`src/rtl/bist_controller_param_if.sv`:
```
// Test-interface bundle between the BIST controller and the top-level tester / datapath.
// The master drives launch, loop and signature; the slave (controller) drives phase and result flags.
interface bist_controller_param_if #(
    parameter int SIG_W = 16,
    parameter int PAT_W = 4,
    parameter int RND_W = 2
);
    logic             start;
    logic             loop;
    logic [SIG_W-1:0] misr_sig;
    logic             init;
    logic             running;
    logic             toggle;
    logic             finish;
    logic             bist_end;
    logic             pass;
    logic             result_valid;
    logic             busy;
    logic [PAT_W-1:0] pattern_idx;
    logic [RND_W-1:0] round_idx;

    modport master (
        output start, loop, misr_sig,
        input  init, running, toggle, finish, bist_end, pass, result_valid, busy,
               pattern_idx, round_idx
    );

    modport slave (
        input  start, loop, misr_sig,
        output init, running, toggle, finish, bist_end, pass, result_valid, busy,
               pattern_idx, round_idx
    );
endinterface

```
`src/rtl/bist_controller_param.sv`:
```
// Parametrised BIST sequencer: INIT -> RUN -> (TOGGLE -> RUN)* -> FINISH -> END, with golden
// signature compare and optional back-to-back looping.
module bist_controller_param #(
    parameter int               INIT_CYCLES = 2,
    parameter int               PATTERNS    = 16,
    parameter int               ROUNDS      = 2,
    parameter int               SIG_W       = 16,
    parameter logic [SIG_W-1:0] GOLDEN      = 16'hA5C3
) (
    input logic                    clk,
    input logic                    reset,
    bist_controller_param_if.slave bus
);

    localparam int PAT_W  = (PATTERNS > 1) ? $clog2(PATTERNS) : 1;
    localparam int RND_W  = $clog2(ROUNDS) + 1;
    localparam int INIT_W = $clog2(INIT_CYCLES) + 1;

    localparam logic [INIT_W-1:0] INIT_LAST = INIT_W'(INIT_CYCLES - 1);
    localparam logic [PAT_W-1:0]  PAT_LAST  = PAT_W'(PATTERNS - 1);
    localparam logic [RND_W-1:0]  RND_LAST  = RND_W'(ROUNDS - 1);

    typedef enum logic [2:0] {
        S_IDLE,
        S_INIT,
        S_RUN,
        S_TOGGLE,
        S_FINISH,
        S_END
    } state_t;

    state_t              state_q, state_d;
    logic [INIT_W-1:0]   init_cnt_q, init_cnt_d;
    logic [PAT_W-1:0]    pat_q, pat_d;
    logic [RND_W-1:0]    rnd_q, rnd_d;
    logic                pass_q, pass_d;
    logic                rv_q, rv_d;
    logic                start_prev_q;
    logic                launch;

    // start_prev resets high so a start held through reset release cannot launch
    assign launch = bus.start && !start_prev_q;

    always_ff @(posedge clk) begin
        if (reset) begin
            state_q      <= S_IDLE;
            init_cnt_q   <= '0;
            pat_q        <= '0;
            rnd_q        <= '0;
            pass_q       <= 1'b0;
            rv_q         <= 1'b0;
            start_prev_q <= 1'b1;
        end else begin
            state_q      <= state_d;
            init_cnt_q   <= init_cnt_d;
            pat_q        <= pat_d;
            rnd_q        <= rnd_d;
            pass_q       <= pass_d;
            rv_q         <= rv_d;
            start_prev_q <= bus.start;
        end
    end

    always_comb begin
        state_d    = state_q;
        init_cnt_d = init_cnt_q;
        pat_d      = pat_q;
        rnd_d      = rnd_q;
        pass_d     = pass_q;
        rv_d       = rv_q;
        case (state_q)
            S_IDLE: begin
                if (launch) begin
                    state_d    = S_INIT;
                    init_cnt_d = '0;
                    rnd_d      = '0;
                    pass_d     = 1'b0;
                    rv_d       = 1'b0;
                end
            end
            S_INIT: begin
                if (init_cnt_q == INIT_LAST) begin
                    state_d = S_RUN;
                    pat_d   = '0;
                end else begin
                    init_cnt_d = init_cnt_q + 1'b1;
                end
            end
            S_RUN: begin
                if (pat_q == PAT_LAST) begin
                    pat_d   = '0;
                    state_d = (rnd_q < RND_LAST) ? S_TOGGLE : S_FINISH;
                end else begin
                    pat_d = pat_q + 1'b1;
                end
            end
            S_TOGGLE: begin
                state_d = S_RUN;
                rnd_d   = rnd_q + 1'b1;
                pat_d   = '0;
            end
            S_FINISH: begin
                state_d = S_END;
                pass_d  = (bus.misr_sig == GOLDEN);
                rv_d    = 1'b1;
            end
            S_END: begin
                // Looping re-enters INIT directly, clearing the previous result like a fresh launch
                if (bus.loop) begin
                    state_d    = S_INIT;
                    init_cnt_d = '0;
                    rnd_d      = '0;
                    pass_d     = 1'b0;
                    rv_d       = 1'b0;
                end else begin
                    state_d = S_IDLE;
                end
            end
            default: state_d = S_IDLE;
        endcase
    end

    assign bus.init         = (state_q == S_INIT);
    assign bus.running      = (state_q == S_RUN);
    assign bus.toggle       = (state_q == S_TOGGLE);
    assign bus.finish       = (state_q == S_FINISH);
    assign bus.bist_end     = (state_q == S_END);
    assign bus.busy         = (state_q != S_IDLE);
    assign bus.pass         = pass_q;
    assign bus.result_valid = rv_q;
    assign bus.pattern_idx  = (state_q == S_RUN) ? pat_q : '0;
    assign bus.round_idx    = rnd_q;

endmodule

```
`src/flat_wrapper.sv`:
```
// flat-port wrapper written by rule: the top's interface ports become plain ports
module bist_controller_param_flat 
#(
    parameter int               INIT_CYCLES = 2,
    parameter int               PATTERNS    = 16,
    parameter int               ROUNDS      = 2,
    parameter int               SIG_W       = 16,
    parameter logic [SIG_W-1:0] GOLDEN      = 16'hA5C3
)
  (clk, reset, bus_start, bus_loop, bus_misr_sig, bus_init, bus_running, bus_toggle, bus_finish, bus_bist_end, bus_pass, bus_result_valid, bus_busy, bus_pattern_idx, bus_round_idx);
  bist_controller_param_if #(.SIG_W(SIG_W), .PAT_W((4)), .RND_W((2))) bus_i ();
  input logic clk;
  input logic reset;
  input wire logic [$bits(bus_i.start)-1:0] bus_start;
  input wire logic [$bits(bus_i.loop)-1:0] bus_loop;
  input wire logic [$bits(bus_i.misr_sig)-1:0] bus_misr_sig;
  output wire logic [$bits(bus_i.init)-1:0] bus_init;
  output wire logic [$bits(bus_i.running)-1:0] bus_running;
  output wire logic [$bits(bus_i.toggle)-1:0] bus_toggle;
  output wire logic [$bits(bus_i.finish)-1:0] bus_finish;
  output wire logic [$bits(bus_i.bist_end)-1:0] bus_bist_end;
  output wire logic [$bits(bus_i.pass)-1:0] bus_pass;
  output wire logic [$bits(bus_i.result_valid)-1:0] bus_result_valid;
  output wire logic [$bits(bus_i.busy)-1:0] bus_busy;
  output wire logic [$bits(bus_i.pattern_idx)-1:0] bus_pattern_idx;
  output wire logic [$bits(bus_i.round_idx)-1:0] bus_round_idx;
  assign bus_i.start = bus_start;
  assign bus_i.loop = bus_loop;
  assign bus_i.misr_sig = bus_misr_sig;
  assign bus_init = bus_i.init;
  assign bus_running = bus_i.running;
  assign bus_toggle = bus_i.toggle;
  assign bus_finish = bus_i.finish;
  assign bus_bist_end = bus_i.bist_end;
  assign bus_pass = bus_i.pass;
  assign bus_result_valid = bus_i.result_valid;
  assign bus_busy = bus_i.busy;
  assign bus_pattern_idx = bus_i.pattern_idx;
  assign bus_round_idx = bus_i.round_idx;
  bist_controller_param #(.INIT_CYCLES(INIT_CYCLES), .PATTERNS(PATTERNS), .ROUNDS(ROUNDS), .SIG_W(SIG_W), .GOLDEN(GOLDEN)) u_core (.clk(clk), .reset(reset), .bus(bus_i));
endmodule
```
`config.mk`:
```
export PLATFORM = sky130hd
export DESIGN_NAME = bist_controller_param_flat
export DESIGN_NICKNAME = d
export VERILOG_FILES = /design/src/rtl/bist_controller_param_if.sv /design/src/rtl/bist_controller_param.sv /design/src/flat_wrapper.sv
export SDC_FILE = /design/constraint.sdc
export NUM_CORES = 1
export LEC_CHECK = 0
export ABC_AREA = 1
export CORE_MARGIN = 2
export CORE_UTILIZATION = 45
export CTS_CLUSTER_SIZE = 10
export DETAILED_ROUTE_END_ITERATION = 10
export PLACE_DENSITY = 0.81
export SYNTH_ARGS = -nofsm -noshare
export SYNTH_HDL_FRONTEND = slang
export SYNTH_SLANG_ARGS = --single-unit
```
`constraint.sdc`:
```
create_clock -name clk -period 3.5 [get_ports clk]
set_input_delay 0.35 -clock clk [delete_from_list [all_inputs] [get_ports clk]]
set_output_delay 0.35 -clock clk [all_outputs]
set_load 0.03 [all_outputs]
```
=== After elaboration in Yosys (flattened, before gate mapping) ===
Index checks and enable logic that the tools add are counted.

* Word-level logic and storage cells: 56
* Input bits: 20
* Register bits: 14
* Output and inout port bits: 14

* Muxes and demuxes: 19
* Order comparisons: 1
* Equal/unequal tests: 13
* Reduce and logical (&&, ||, !) cells: 13
* Add/sub/neg operators: 3

{| class="wikitable"
|+ Operators by type and width
! cell !! count
|-
| one-hot mux 3 bit (6 select lines) || 1
|-
| equality test 16 bit (second input constant) || 1
|-
| nonzero test 3 bit || 5
|-
| two-way mux 3 bit || 4
|-
| two-way mux 4 bit || 3
|-
| one-hot mux 2 bit (3 select lines) || 2
|-
| one-hot mux 4 bit (3 select lines) || 1
|-
| AND reduction 3 bit || 3
|-
| equality test 3 x 2 -> 1 bit (second input constant) || 2
|-
| equality test 3 bit (second input constant) || 2
|-
| two-way mux 2 bit || 3
|-
| inequality test 2 x 1 -> 1 bit (second input constant) || 3
|-
| one-hot mux 1 bit (3 select lines) || 2
|-
| adder 2 x 1 -> 2 bit (second input constant) || 2
|-
| adder 4 x 1 -> 4 bit (second input constant) || 1
|-
| equality test 4 bit (second input constant) || 1
|-
| inequality test 2 bit (second input constant) || 2
|-
| AND reduction 4 bit || 1
|-
| equality test 3 x 1 -> 1 bit (second input constant) || 1
|-
| logical NOT 3 bit || 1
|-
| two-way mux 1 bit || 3
|-
| equality test 2 x 1 -> 1 bit (second input constant) || 1
|-
| < comparator 2 x 1 -> 1 bit (second input constant) || 1
|-
| AND reduction 2 bit || 1
|-
| 2 further kinds || 2
|}

=== Logic depth before layout (Yosys ltp) ===
* Word-level depth: 4
* Gate-level depth with buffers: 9
* Depth with buffers taken out: 9

=== Worst setup path before layout ===
No wires, ideal clock.

* Kind: reg2out
* Start: register u_core.state_q[1]
* End: output port bus_pattern_idx[0]
* Data required time: 3,150 ps
* Arrival: 1,121 ps
* Stages on the path, launching flop included: 5
* Slack: 2,029 ps
* Buffers on the path: 0
* Cell sequence: dfxtp_1 inv_1 nor2_4 nand2_2 nor2_1

* Word-level cells in the longest chain between the ends: 2

{| class="wikitable"
|+ RTL lines
! element !! line !! source
|-
| start: declaration || bist_controller_param.sv:32 || <nowiki>state_t state_q, state_d;</nowiki>
|-
| start signal: assignment || bist_controller_param.sv:54 || <nowiki>state_q <= state_d;</nowiki>
|-
| equality test 3 x 2 -> 1 bit || bist_controller_param.sv:131 || <nowiki>assign bus.pattern_idx = (state_q == S_RUN) ? pat_q : '0;</nowiki>
|-
| two-way mux 4 bit || bist_controller_param.sv:131 ||
|-
| end: declaration || flat_wrapper.sv:25 || <nowiki>output wire logic [$bits(bus_i.pattern_idx)-1:0] bus_pattern_idx;</nowiki>
|}

No other way between the ends.

=== Worst setup path after layout ===
Same ends and word-level chain as after synthesis.

==> results.md <==
* Status: completed
* Post-CTS clock slew at the launch and capture registers of the worst setup and hold paths at 0.08 ns
* Count of nets after finishing at 195
* TritonCTS clock tree: done
* Number of enable flip-flop cells after synthesis at 0
* Count of different cell masters after synthesis at 20
* Sequential element share of the synthesized area at 0.3323
* CTS resizes at 0
* Crit path capture type: output port
* Area share of the largest cell type after synthesis at 0.3323
* Placer Congestion at 0.8949
* Standby leakage power at 0.5463 nW
* Post-CTS Hold Buffers at 0
* H-tree depth reported by CTS at 1
* Comb power frac at 0.459
* Clock share of power at 0.201
* Max-slew violation count at 0
* Number of filler instances in the final layout at 146
* Max cap viols at 0
* Switch share at 0.4006
* Syn Area/Cell at 6.247 µm²
* Die footprint at 2236 µm²
* Count of yosys warnings during synthesis at 0
* GRT Total Usage at 0.2079
* WHS at 0.4670 ns
* Via total after detailed routing at 929
* Final-report hold violation count at 0
* Overall die width at 47.29 µm
* DRC violations left at 0
* Critical path class: register to output port
* Ratio of routed vias to standard cells at 4.740
* Area growth from synthesis to final layout at 46.74%
* RSZ-0062 raised after global routing: no
* Final core occ at 0.7090
* Post-route ant nets at 0
* Ports at 34
* Number of buffers added by the clock tree synthesis step at 3
* Setup_tns at 0 ns
* Number of cells in the finished layout apart from fillers at 196
* Cell type with the highest aggregate area in the netlist: dfxtp_1
* Leading cell types by total area after synthesis: dfxtp_1 (33%), inv_1 (12%), nand2_1 (11%), nor2_1 (11%), nand3_1 (6.5%)
* Transition at the pin with the smallest max-transition slack at 0.4448 ns
* FP Rows at 15
* Most numerous cell types in the synthesized netlist: inv_1 (28), nand2_1 (24), nor2_1 (24)
* Final design instance area without fill at 1237 µm²
* Number of antenna repair diodes at 0
* Final WL at 2.064 mm
* Initial Util at 0.4832
* Sw Pwr at 0.2297 mW
* Worst r2r src: u_core.state_q[1]$_SDFFE_PP0P_
* Die Height at 47.29 µm
* Startpoint kind of the worst setup timing path: register
* Fraction of layout instances using a drive strength above 1 at 0.07602
* Iter 0 DRT Violations at 25
* Synthesized instance count at 135
* Core area at 1745 µm²
* Origin of the worst min-delay path: u_core.bus.result_valid$_SDFFE_PP0P_
* Cell Area, Synth at 843.3 µm²
* Most numerous cell in the Yosys netlist: inv_1
* Vias in the first global route at 851
* Cell total after placement at 192
* Most used DFF post-synth: dfxtp_1
* Pin count of the biggest net entering global routing at 13
* Cell chosen for the clock root: clkbuf_4
* Worst EP required at 3.15 ns
* Maximum fanout along the worst path at 8
* Critical path launch point: u_core.state_q[1]$_SDFFE_PP0P_
* Postcts setup bufs at 0
* Cell internal pwr at 0.3436 mW
* Final Critical Period at 2.289 ns
* Pwr dens at 463.3 nW/µm²
* Clk buf depth at 2
* Clock latency on the worst-skew pair at 0.28 ns
* Number of detailed-routing iterations run before antenna repair at 4
* Seq cells post-synth at 14
* Setup clock skew after layout at 0.004823 ns
* CTS Sinks at 14
* Arr. time, crit path at 1.94 ns
* Number of buffer cells added on primary ports at 33
* Period utilisation layout at 0.6539
* Proportion of power drawn by flip-flops and latches at 0.340
* Finish-stage setup viols at 0
* Worst relative slew slack at 0.7026
* Detailed-route wire length per cell at 10.53 µm
* Peak supply drop at 0.3319 mV
* Gr ovfl total at 0
* Total placed instance area at 1201 µm²
* Share of flip-flops with an asynchronous set or reset at 0
* Hpwl dp at 1.711 mm
* Initial antenna violation count at 0
* Wire length of the first global-routing pass at 3.312 mm
* Type of the tightest min-delay check: register to register
* Synth Net Count at 158
* Fmax achieved at 436.9 MHz
-- registers in the layout, summed over array words and instances (netlist names) --
name                     count
u_core.bus.result_valid      1
u_core.state_q               3
u_core.init_cnt_q            2
u_core.start_prev_q          1
u_core.pat_q                 4
u_core.bus.round_idx         2
u_core.bus.pass              1
-- cell families after synthesis --
family | share of synthesized area
buffers and inverters | 0.1335
AOI/OAI and AO/OA | 0.08011
adders and majority gates | 0.04452
xor gates and xnor gates | 0.01039
DFF | 0.3323
and+or+nand+nor | 0.3991
-- power groups by stage --
stage | sequential [mW] | combinational, mW | clock, mW
detailed placement | 0.199 | 0.262 | 0
floorplan | 0.195 | 0.184 | 0
CTS | 0.195 | 0.264 | 0.119
global placement | 0.196 | 0.257 | 0
global route | 0.197 | 0.297 | 0.122
finish | 0.195 | 0.263 | 0.115
-- worst max-delay path: stages (launching register included) --
cell	delay, ns
dfxtp_1	0.43
inv_1	0.14
nor2_4	0.14
nand2_2	0.13
nor2_1	0.14
clkdlybuf4s50_1	0.68
-- worst paths after layout --
| kind | slack [ns] | depth (start not counted) | endpoint |
|---|---|---|---|
| setup / recovery | 1.21 | 5 | bus_pattern_idx[0] |
| hold / removal | 0.47 | 2 | u_core.bus.result_valid$_SDFFE_PP0P_ |
| setup reg to reg | 2.13 | 7 | u_core.state_q[0]$_SDFFE_PP0P_ |
| hold reg to reg | 0.47 | 2 | u_core.bus.result_valid$_SDFFE_PP0P_ |
-- stage by stage --
stage | setup slack [ns] | power, mW
2_1_floorplan | 2.029 | 0.3792
3_3_place_gp | 1.621 | 0.4533
3_5_place_dp | 1.526 | 0.4610
4_1_cts | 1.210 | 0.5780
5_1_grt | 1.110 | 0.6161
6_report | 1.211 | 0.5733
-- metal layers --
layer,GRT usage,up-vias,share of wire
met3,0.05769,2,0.049
met2,0.3838,28,0.53
met5,0,-,0
met4,0.04444,0,0.0029
li1,-,488,-
met1,0.2350,411,0.42
-- placed cells by master, fill, tap and decap left out, types with 2 or more instances in the layout --
master,count
a21oi_1,9
clkbuf_4,3
clkdlybuf4s50_1,33
dfxtp_1,14
ha_1,3
inv_1,28
nand2_1,24
nand2_2,4
nand3_1,11
nand4_1,4
nor2_1,24
nor2_4,2
nor3_1,2
o21ai_0,2
-- final cells by class --
class,count,area (µm²),area share
Sequential cell,14,280.3,0.2265
Tap cell,25,31.28,0.02528
Clock buffer,4,36.28,0.02932
Multi-Input combinational cell,91,450.4,0.3640
Inverter,29,108.9,0.08797
Timing Repair Buffer,33,330.3,0.2669
(Power assumes the default switching activity.)
